## config.mk

```make
export PLATFORM = sky130hd
export DESIGN_NAME = port_arbiter_flat
export DESIGN_NICKNAME = d
export VERILOG_FILES = /design/src/rtl/port_arbiter_if.sv /design/src/rtl/port_arbiter.sv /design/src/flat_wrapper.sv
export SDC_FILE = /design/constraint.sdc
export NUM_CORES = 1
export LEC_CHECK = 0
export ABC_CLOCK_PERIOD_IN_PS = 2700
export BUFFER_PORTS_ARGS = -buffer_cell sky130_fd_sc_hd__buf_2
export CELL_PAD_IN_SITES_DETAIL_PLACEMENT = 2
export CELL_PAD_IN_SITES_GLOBAL_PLACEMENT = 2
export CORE_UTILIZATION = 26
export CTS_BUF_LIST = sky130_fd_sc_hd__clkbuf_16
export CTS_CLUSTER_SIZE = 16
export DETAILED_ROUTE_END_ITERATION = 10
export GPL_ROUTABILITY_DRIVEN = 0
export PLACE_DENSITY_LB_ADDON = 0.1
export SKIP_LAST_GASP = 1
export SLEW_MARGIN = 20
export SYNTH_ARGS = -nofsm -noshare
export SYNTH_HDL_FRONTEND = slang
export SYNTH_SLANG_ARGS = --single-unit
```

## constraint.sdc

```tcl
create_clock -name clock -period 2.7 [get_ports clock]
set_input_delay 0.27 -clock clock [delete_from_list [all_inputs] [get_ports clock]]
set_output_delay 0.27 -clock clock [all_outputs]
set_load 0.005 [all_outputs]
```

## src/rtl/port_arbiter_if.sv

```systemverilog
// Requester/link bundle for one router output port: packet requests in, serialized bytes out.
// The arbiter connects through `master`; the requester/downstream side uses `slave`.
interface port_arbiter_if #(
  parameter int NUM_REQ = 4
);
  logic [NUM_REQ-1:0]       req;
  logic [NUM_REQ-1:0][31:0] pkt_in;
  logic [NUM_REQ-1:0]       ack;
  logic                     free_out;
  logic                     put_out;
  logic [7:0]               payload_out;
  logic                     busy;
  logic [2:0]               grant_id;

  modport master (
    input  req, pkt_in, free_out,
    output ack, put_out, payload_out, busy, grant_id
  );

  modport slave (
    output req, pkt_in, free_out,
    input  ack, put_out, payload_out, busy, grant_id
  );
endinterface

```

## src/rtl/port_arbiter.sv

```systemverilog
// Round-robin arbiter and 4-byte serializer sharing one 8-bit put/free link
// among NUM_REQ packet requesters.
module port_arbiter #(
  parameter int NUM_REQ = 4
) (
  input  logic           clock,
  input  logic           reset,
  port_arbiter_if.master bus
);

  typedef enum logic {
    IDLE = 1'b0,
    SEND = 1'b1
  } state_e;

  state_e               state_q, state_d;
  logic [1:0]           cnt_q, cnt_d;
  logic [31:0]          sreg_q, sreg_d;
  logic [2:0]           grant_id_q, grant_id_d;
  logic [NUM_REQ-1:0]   ack_q, ack_d;

  logic [NUM_REQ-1:0]   hi_oh, lo_oh, win_oh;
  logic [2:0]           win_id;
  logic [31:0]          win_pkt;

  // Requesters above the last grant outrank those at or below it; the
  // descending scan leaves the lowest-numbered candidate of each group.
  // NOTE: every always_comb output gets a default first so no path can infer a latch.
  always_comb begin
    hi_oh = '0;
    lo_oh = '0;
    for (int i = NUM_REQ - 1; i >= 0; i--) begin
      if (bus.req[i]) begin
        if (i > int'(grant_id_q)) hi_oh = NUM_REQ'(1) << i;
        else                      lo_oh = NUM_REQ'(1) << i;
      end
    end
    win_oh = (|hi_oh) ? hi_oh : lo_oh;
  end

  always_comb begin
    win_id  = '0;
    win_pkt = '0;
    for (int i = 0; i < NUM_REQ; i++) begin
      if (win_oh[i]) begin
        win_id  = 3'(i);
        win_pkt = bus.pkt_in[i];
      end
    end
  end

  always_comb begin
    state_d    = state_q;
    cnt_d      = cnt_q;
    sreg_d     = sreg_q;
    grant_id_d = grant_id_q;
    ack_d      = '0;
    unique case (state_q)
      IDLE: begin
        if (bus.free_out && (|bus.req)) begin
          sreg_d     = win_pkt;
          cnt_d      = 2'd0;
          grant_id_d = win_id;
          ack_d      = win_oh;
          state_d    = SEND;
        end
      end
      SEND: begin
        // Zero fill leaves the link byte at 0 once the packet has drained.
        sreg_d = {sreg_q[23:0], 8'h00};
        cnt_d  = cnt_q + 2'd1;
        if (cnt_q == 2'd3) state_d = IDLE;
      end
      default: state_d = IDLE;
    endcase
  end

  // NOTE: reset is asynchronous so an in-flight packet is cut off in the same cycle.
  // NOTE: state flops use non-blocking assignments so every flop samples pre-edge values.
  always_ff @(posedge clock or posedge reset) begin
    if (reset) begin
      state_q    <= IDLE;
      cnt_q      <= 2'd0;
      sreg_q     <= 32'h0;
      grant_id_q <= 3'(NUM_REQ - 1);
      ack_q      <= '0;
    end else begin
      state_q    <= state_d;
      cnt_q      <= cnt_d;
      sreg_q     <= sreg_d;
      grant_id_q <= grant_id_d;
      ack_q      <= ack_d;
    end
  end

  assign bus.put_out     = (state_q == SEND);
  assign bus.busy        = (state_q == SEND);
  assign bus.payload_out = sreg_q[31:24];
  assign bus.ack         = ack_q;
  assign bus.grant_id    = grant_id_q;

endmodule

```

## src/flat_wrapper.sv

```systemverilog
// flat-port wrapper written by rule: the top's interface ports become plain ports
module port_arbiter_flat 
#(
  parameter int NUM_REQ = 4
)
  (clock, reset, bus_req, bus_pkt_in, bus_free_out, bus_ack, bus_put_out, bus_payload_out, bus_busy, bus_grant_id);
  port_arbiter_if #(.NUM_REQ(NUM_REQ)) bus_i ();
  input  logic clock;
  input  logic reset;
  input wire logic [$bits(bus_i.req)-1:0] bus_req;
  input wire logic [$bits(bus_i.pkt_in)-1:0] bus_pkt_in;
  input wire logic [$bits(bus_i.free_out)-1:0] bus_free_out;
  output wire logic [$bits(bus_i.ack)-1:0] bus_ack;
  output wire logic [$bits(bus_i.put_out)-1:0] bus_put_out;
  output wire logic [$bits(bus_i.payload_out)-1:0] bus_payload_out;
  output wire logic [$bits(bus_i.busy)-1:0] bus_busy;
  output wire logic [$bits(bus_i.grant_id)-1:0] bus_grant_id;
  assign bus_i.req = bus_req;
  assign bus_i.pkt_in = bus_pkt_in;
  assign bus_i.free_out = bus_free_out;
  assign bus_ack = bus_i.ack;
  assign bus_put_out = bus_i.put_out;
  assign bus_payload_out = bus_i.payload_out;
  assign bus_busy = bus_i.busy;
  assign bus_grant_id = bus_i.grant_id;
  port_arbiter #(.NUM_REQ(NUM_REQ)) u_core (.clock(clock), .reset(reset), .bus(bus_i));
endmodule
```

==> flow_summary.toml, run 1 <==
[synth]
synth_compound_area_frac = 0.427
synthTopCellsByArea = "dfrtp_1 (33%), a221oi_1 (11%), a2111oi_4 (10%)"
yosys_warnings = 0
synth.area.mux_share = 0.0135
synth_nets = 435
ys_seq_elements = 41
seq_area_frac_synth = 0.347
synthCells = 299
synth_ff_type = "dfrtp_1"
avgSynthCellArea_um2 = 9.92
yosys.area.top_type_share = 0.329
synth-edff-count = 0
synth_adder_area_share = 0.00422
synth_simple_gate_area_frac = 0.124
synthXorXnorAreaFrac = 0
synth_area_mm2 = 0.00297
netlist.top_cell.by_area = "dfrtp_1"
ys_async_sr_fraction = 1.00
synth_top_family_by_area = "compound AO/OA/AOI/OAI gates"
synth.distinct_cells = 41

[sta]
fin_crit_ps = 2500
rsz0062_at_grt = "false"
tightest_slew_ps = 926
fin_crit_sh = 0.926
fin_skew_ps = 6.45
clock.fmax_mhz = 400
relSlewSlack = 0.381
fin_setup_tns_ps = 0
hold_ws_ps = 178
hold_violations = 0
drv_slew = 0
finalSetupViolations = 0

[global_routing]
grt_max_degree = 42
grt_usage = 0.208
grt_overflow = 0
grt_pass1_wl_mm = 18.6
antenna_found_initial = 1
grt_pass1_vias = 3454

[floorplanning]
coreArea_mm2 = 0.0110
die_h_um = 109
die-area_mm2 = 0.0118
rows = 38
start_util = 0.270
die_w_um = 109
num_io_pins = 152

[clock_tree]
postCtsSetupRepairBufs = 0
clkSinkCount = 41
numCtsBuffers = 5
clk_pin_slew_ps = 60
cts_tree = "yes"
cts_resized = 0
cts_hold_buf = 0
cts_buffer_depth = 2
htreeDepth = 2
ctsRootBufferMaster = "clkbuf_16"
clock_latency_ps = 290

[critical_path]
critPathSlowestCell = "a2111oi_0"
worstPathArrival_ps = 2630
cp-end-kind = "flop"
cp-start-kind = "flop"
crit_chain = "nor2_1, a221oi_1, nor2b_4, a2111oi_0, o22ai_1"
crit_fanout = 33
crit_type = "reg -> reg"
cp_slowest_stage_delay_ps = 710
crit_required_ps = 2830

[routing]
drtIter0Drc = 163
avgViaCountPerCell = 5.46
num_vias = 3113
drtPass1Iterations = 5
routed_wl_mm = 11.8
wl_per_cell_um = 20.7
drcViolationCount = 0
ant_nets = 0

[placed_design]
io_buffers = 150
hpwl_mm = 8.91

[flow_run]
maxCapViolations = 0

[pwr]
ir_worst_vdd_uv = 474
p_leak_uw = 0.00166
power.density_mw_per_mm2 = 875

[layout]
drive_gt1_frac = 0.449
synthToLayoutAreaGrowth_pct = 32.6
diodes = 0
nets = 565

[min_path]
worstHoldPathType = "in -> async"

[outcome]
status = "finished, final reports clean"
[metrics by stage]
step / util / instance area [um2] / setup slack, ps / power [uW] / std cells
6_report: 0.358 / 3930 / 199 / 3440 / 570
3_3_place_gp: 0.343 / 3770 / 290 / 2830 / 561
5_1_grt: 0.358 / 3930 / 105 / 3710 / 570
4_1_cts: 0.356 / 3910 / 163 / 3490 / 569
3_5_place_dp: 0.343 / 3770 / 171 / 2890 / 561
2_1_floorplan: - / 2970 / 743 / 2340 / 299
[cell usage in the layout (no fill, tap or decap), drive strengths merged, types with 9 or more instances in the layout]
master,instances
a311oi,9
o21ai,10
a211oi,17
a2111oi,21
nor2,41
buf,162
nand2,20
a221oi,38
dfrtp,39
[worst paths after layout]
check	cells past startpoint	slack, ps	to	start
min reg2reg	1	520	u_core.cnt_q[0]	u_core.cnt_q[0]
min	2	180	u_core.sreg_q[3]	reset
max	5	200	u_core.sreg_q[28]	u_core.bus.grant_id[1]
min in group clock	3	250	u_core.sreg_q[3]	bus_pkt_in[35]
max reg2reg	5	200	u_core.sreg_q[28]	u_core.bus.grant_id[1]
max in group asynchronous	2	1880	u_core.bus.busy	reset
[cell usage after synthesis, types with 3 or more instances]
master,number
inv_1,5
a2111oi_0,8
o32ai_1,3
buf_2,12
nand2b_1,3
nor3b_1,8
a311oi_1,8
o21ai_0,9
nor3_1,4
buf_4,11
nor2_1,37
nand2_1,20
o2bb2ai_1,8
dfrtp_1,39
a2111oi_4,11
clkbuf_1,11
a31oi_1,4
nor2_2,3
a221oi_1,38
a222oi_1,8
mux2i_1,4
a211oi_1,17
buf_6,3
o22ai_1,4
[state kept, by name (all words and copies together), names as in the netlist]
name / cells
u_core.sreg_q: 32
u_core.bus.busy: 1
u_core.bus.grant_id: 2
u_core.cnt_q: 2
u_core.bus.ack: 4
[cell families (layout without fill, tap and decap cells)]
kind of cell / Yosys count / after routing
AOI/OAI and AO/OA: 127 / 127
adders and majority gates: 1 / 1
buffers and inverters: 45 / 176
DFF: 41 / 41
muxes: 4 / 4
other: 1 / 1
and+or+nand+nor: 80 / 80
[layer usage]
metal,wire (um),global-route usage,share of wire,up-vias
met3,595,0.0347,0.050,15
met4,182,0.0560,0.015,2
met5,13,0,0.0011,-
met1,5030,0.255,0.43,1527
met2,6000,0.372,0.51,106
li1,-,-,-,1463
[critical path: cells and delay by family, from the launching register on]
family | cells | cell delay (ps)
DFF | 1 | 640
and+or+nand+nor | 2 | 350
AOI/OAI and AO/OA | 3 | 1310
[power breakdown]
group          leakage (uW)  switching, uW  total [uW]  internal [uW]
Sequential         0.000508            232        1120            891
Combinational       0.00108           1020        1740            711
Clock             0.0000748            245         581            336
Total               0.00166           1500        3440           1940
[cell type report]
class	count	area, um2
clock buffer	5	125
clock inverter	3	13.8
fill	1246	7050
inverter	6	22.5
multi-input combinational	213	1710
sequential	41	1030
tap	140	175
timing repair buffer	162	861
Note: power is estimated with default switching activity, not from simulation.
==> inputs of run 2 (changes only) <==
- PLACE_DENSITY: not set -> 0.83
- PLACE_DENSITY_LB_ADDON: 0.1 -> not set
==> run 2 against run 1 <==
Against the previous run:
- core utilization is 0.17 points higher
- total power is 3.8% higher
- non-clock buffer count is 2 lower
- clock power is 15% higher
- largest cell class unchanged
- largest power group unchanged
- register-to-register slack better by 110 ps
- critical path type unchanged
- count of clock-buffer cells in the layout stayed put
- wire length is 1.5% higher
- cell area is 0.48% higher
- first-iteration DRC count is 18% lower
- highest routed layer is now met4
- worst hold slack better by 16 ps
==> flow_summary.toml, run 2 (synthesis results as in run 1) <==
[layout]
regMostFlops = "u_core.sreg_q"
final_cell_mix = "buf_2 (150), a221oi_1 (38), dfrtp_1 (38)"
nFillCells = 1261
nets = 563
fin_area_mm2 = 0.00395
drive_gt1_frac = 0.444
stdcell_count = 568
diodes = 0
largest_register_ffs = 32
synthToLayoutAreaGrowth_pct = 33.2
final_common_cell = "buf_2"

[pwr]
power.density_mw_per_mm2 = 903
switching_share = 0.431
power_frac_comb = 0.488
pwr-share-seq = 0.324
internal-power_uw = 2030
ir_worst_vdd_uv = 374
power_frac_clock = 0.188
p_leak_uw = 0.00166
switchingPower_uw = 1540

[routing]
drtPass1Iterations = 5
avgViaCountPerCell = 5.59
drtIter0Drc = 134
wl_per_cell_um = 21.1
routed_wl_mm = 12.0
ant_nets = 0
num_vias = 3175
drcViolationCount = 0

[critical_path]
crit_path_end = "u_core.sreg_q[27]"
cp-start-kind = "flop"
r2r_slack_ps = 310
reg2reg_depth = 5
r2r-end = "u_core.sreg_q[27]"
r2r_start = "u_core.bus.grant_id[1]"
crit_required_ps = 2830
critPathSlowestCell = "dfstp_2"
critPathLaunch = "u_core.bus.grant_id[1]"
cp.depth = 5
cp-end-kind = "flop"
path_delay_family = "compound AO/OA/AOI/OAI gates"
crit_type = "reg -> reg"
worstPathArrival_ps = 2520
crit_fanout = 33
crit_chain = "nor2_1, a221oi_1, nor2b_4, a2111oi_0, o22ai_1"
cp_slowest_stage_delay_ps = 650
cp_num_buf_inv = 0

[floorplanning]
die-area_mm2 = 0.0118
rows = 38
num_io_pins = 152
die_h_um = 109
coreArea_mm2 = 0.0110
start_util = 0.270
die_w_um = 109

[sta]
fin_setup_tns_ps = 0
drv_slew = 0
fin_crit_ps = 2390
hold_ws_ps = 194
hold_violations = 0
fin_skew_ps = 6.95
rsz0062_at_grt = "false"
clock.fmax_mhz = 418
fin_crit_sh = 0.885
relSlewSlack = 0.357
tightest_slew_ps = 964
finalSetupViolations = 0

[placed_design]
hpwl_mm = 9.04
place_area_mm2 = 0.00375
io_buffers = 150
place_inst = 559

[clock_tree]
cts_buffer_depth = 2
clk_pin_slew_ps = 60
ctsRootBufferMaster = "clkbuf_16"
cts_hold_buf = 0
numCtsBuffers = 5
htreeDepth = 2
clock_latency_ps = 280
clkSinkCount = 41
cts_tree = "yes"

[global_routing]
grt_overflow = 0
grt_pass1_wl_mm = 18.4
antenna_found_initial = 0
grt_max_degree = 45
grt_usage = 0.206
grt_pass1_vias = 3491

[flow_run]
maxCapViolations = 0

[outcome]
status = "finished, final reports clean"

[min_path]
worstHoldPathType = "in -> async"
-- run 2: cell count changes in the layout (fill, tap and decap cells not counted), sizes merged --
cell / previous run / this run
clkinv: 3 / 2
bufinv: 0 / 1
buf: 162 / 160
-- run 2: power by group through the flow --
stage | logic (uW) | registers [uW] | clock network [uW]
floorplan | 1280 | 1060 | 0
global placement | 1650 | 1160 | 0
detailed placement | 1740 | 1170 | 0
CTS | 1750 | 1160 | 687
global route | 1930 | 1190 | 712
finish | 1740 | 1160 | 671
-- run 2: area by class of cell --
| type | instances | area (um2) | share of cell area |
|---|---|---|---|
| tap | 140 | 175 | 0.0443 |
| clock buffer | 5 | 125 | 0.0317 |
| timing repair buffer | 160 | 846 | 0.214 |
| clock inverter | 3 | 37.5 | 0.00950 |
| multi-input combinational | 213 | 1720 | 0.434 |
| inverter | 6 | 22.5 | 0.00570 |
| sequential | 41 | 1030 | 0.261 |
-- run 2: what timing repair did --
| action | CTS | global route |
|---|---|---|
| buffers inserted | 0 | 0 |
| gates resized for setup | 0 | 2 |
| endpoints found under the setup margin | 0 | 1 |
-- run 2: stage by stage --
step,setup WS (ps),total power [uW],util
6_report,309,3570,0.360
5_1_grt,132,3840,0.360
4_1_cts,76.2,3600,0.356
3_5_place_dp,91.4,2900,0.342
3_3_place_gp,310,2810,0.342
2_1_floorplan,743,2340,-
-- run 2: metal layers --
| metal | up-vias | wire length [um] | track usage |
|---|---|---|---|
| met5 | - | 0 | 0 |
| met4 | 0 | 172 | 0.0560 |
| met3 | 17 | 525 | 0.0335 |
| met2 | 102 | 6200 | 0.369 |
| met1 | 1591 | 5100 | 0.254 |
| li1 | 1465 | - | - |
-- run 2: worst register-to-register path, stage by stage, from the launching register on --
cell       delay (ps)
dfstp_2           650
nor2_1             80
a221oi_1          450
nor2b_4           280
a2111oi_0         660
o22ai_1           120
-- run 2: worst min path at each step --
stage	start	endpoint	slack (ps)	cells after the start
2_1_floorplan	bus_pkt_in[32]	u_core.sreg_q[0]	420	2
3_3_place_gp	u_core.cnt_q[0]	u_core.cnt_q[0]	490	1
3_5_place_dp	u_core.cnt_q[0]	u_core.cnt_q[0]	500	1
4_1_cts	reset	u_core.sreg_q[15]	240	2
5_1_grt	reset	u_core.sreg_q[28]	260	2
6_report	reset	u_core.sreg_q[28]	190	2
==> inputs of run 3 (changes only) <==
- ABC_AREA: not set -> 1
- CORE_UTILIZATION: 26 -> 23
- GPL_ROUTABILITY_DRIVEN: 0 -> not set
- PLACE_DENSITY: 0.83 -> 0.82
==> run 3 against run 2 <==
Against the previous run:
- worst hold slack worse by 8.9 ps
- combinational power is 5% higher
- clock power is 14% lower
- synthesized cell count is 73% higher
- register-to-register slack better by 320 ps
- core utilization is 5.9 points lower
==> flow_summary.toml, run 3 <==
[clock_tree]
ctsRootBufferMaster = "clkbuf_16"
htreeDepth = 2
clkSinkCount = 41
cts_hold_buf = 0
clk_pin_slew_ps = 60
cts_resized = 0
numCtsBuffers = 5
cts_buffer_depth = 2
clock_latency_ps = 290
postCtsSetupRepairBufs = 0
cts_tree = "yes"

[outcome]
status = "finished, final reports clean"

[sta]
hold_violations = 0
finalSetupViolations = 0
fin_crit_ps = 2070
clock.fmax_mhz = 483
fin_setup_tns_ps = 0
fin_crit_sh = 0.766
tightest_slew_ps = 897
rsz0062_at_grt = "false"
relSlewSlack = 0.401
drv_slew = 0
fin_skew_ps = 7.02

[floorplanning]
rows = 43
die_w_um = 121
start_util = 0.235
num_io_pins = 152
coreArea_mm2 = 0.0138
die_h_um = 121
die-area_mm2 = 0.0146

[global_routing]
grt.busiest_layer = "met2"
grt_pass1_vias = 4127
grt_use_met3 = 0.0230
grt_max_degree = 42
use_met1 = 0.223
antenna_found_initial = 0
grt_overflow = 0
grt_pass1_wl_mm = 20.7
grt_usage = 0.180
met2_usage = 0.333

[layout]
fin_area_mm2 = 0.00416
synthToLayoutAreaGrowth_pct = 28.1
largest_register_ffs = 32
fin_util = 0.301
stdcell_count = 826
final_cell_mix = "buf_2 (150), nand2_1 (148), inv_1 (99)"
final_common_cell = "buf_2"
nets = 781
regMostFlops = "u_core.sreg_q"
drive_gt1_frac = 0.311
diodes = 0

[synth]
synthCells = 518
yosysMostFrequentCell = "nand2_1"
ys_async_sr_fraction = 1.00
yosys_warnings = 0
synth_ff_type = "dfrtp_1"
synthTopCellsByArea = "dfrtp_1 (30%), nand2_1 (17%), inv_1 (12%)"
yosys.area.top_type_share = 0.300
synth_compound_area_frac = 0.115
seq_area_frac_synth = 0.317
avgSynthCellArea_um2 = 6.27
synth_nets = 654
synthXorXnorAreaFrac = 0
synth.distinct_cells = 27
synth_adder_area_share = 0.00385
ys_seq_elements = 41
synth_simple_gate_area_frac = 0.355
synth_area_mm2 = 0.00325
synth.area.mux_share = 0
synth-edff-count = 0
netlist.top_cell.by_area = "dfrtp_1"
synth_top_family_by_area = "simple AND/OR/NAND/NOR gates"
synth_commonest_cells = "nand2_1 (148), inv_1 (100), nand3_1 (65)"

[min_path]
worstHoldPathType = "in -> async"

[routing]
routed_wl_mm = 12.7
wl_per_cell_um = 15.4
num_vias = 3664
ant_nets = 0
drcViolationCount = 0
avgViaCountPerCell = 4.44
drtPass1Iterations = 4
drtIter0Drc = 90

[critical_path]
r2r-end = "u_core.sreg_q[0]"
crit_top_cell = "nand2_1"
crit_required_ps = 2870
crit_chain = "nand2_1, nand2_2, nand3_2, nand2_2, inv_2, nor2_1, nor2_1, nand2_1, nand2_1"
crit_type = "reg -> reg"
reg2reg_depth = 9
critPathSlowestCell = "dfstp_2"
r2r_slack_ps = 630
crit_fanout = 29
cp-end-kind = "flop"
r2r_start = "u_core.bus.grant_id[1]"
cp-start-kind = "flop"
worstPathArrival_ps = 2240
critPathLaunch = "u_core.bus.grant_id[1]"
cp_slowest_stage_delay_ps = 590
crit_path_end = "u_core.sreg_q[0]"

[flow_run]
maxCapViolations = 0

[placed_design]
io_buffers = 150
place_area_mm2 = 0.00402
place_inst = 818
globalplace.congestion = 0.748
hpwl_mm = 10.3

[pwr]
ir_worst_vdd_uv = 289
power.density_mw_per_mm2 = 807
power_uw = 3360
p_leak_uw = 0.00250
[run 3: kinds of logic (layout without fill, tap and decap cells)]
logic type	after synthesis	after routing
AO/OA/AOI/OAI	70	70
adder cells (fa/ha/maj)	1	1
buffers and inverters	148	276
flip-flops	41	41
other	1	1
AND/OR/NAND/NOR	257	257
[run 3: critical path, delay by kind of cell, from the launching register on]
kind | cells | cell delay [ps]
buffers and inverters | 1 | 220
DFF | 1 | 590
and+or+nand+nor | 8 | 1140
[run 3: layout make-up]
cell class                 count  area (um2)
fill                        1729        9670
multi-input combinational    329        1550
sequential                    41        1030
timing repair buffer         155         801
inverter                     113         424
tap                          180         225
clock buffer                   5         125
clock inverter                 3        12.5
[run 3: where the power goes]
group / switching (uW) / internal, uW
Sequential: 117 / 830
Clock: 245 / 335
Combinational: 1200 / 625
Total: 1570 / 1790
[run 3: how the worst min path moves through the flow]
stage / cells after the start / slack (ps) / from / end
6_report: 2 / 180 / reset / u_core.sreg_q[25]
4_1_cts: 3 / 220 / bus_pkt_in[97] / u_core.sreg_q[1]
3_5_place_dp: 1 / 480 / u_core.cnt_q[0] / u_core.cnt_q[0]
2_1_floorplan: 2 / 400 / bus_pkt_in[96] / u_core.sreg_q[0]
5_1_grt: 3 / 230 / bus_pkt_in[97] / u_core.sreg_q[1]
3_3_place_gp: 1 / 470 / u_core.cnt_q[0] / u_core.cnt_q[0]
[run 3: routing by layer]
layer	wire length, um	vias to the layer above
li1	-	1830
met1	5620	1745
met2	6450	83
met3	536	6
met4	106	0
met5	0	-
[run 3: stage by stage]
step	hold slack (ps)	worst slack, ps
finish	185	631
floorplan	398	1290
global placement	471	795
global route	234	444
CTS	215	603
detailed placement	479	630
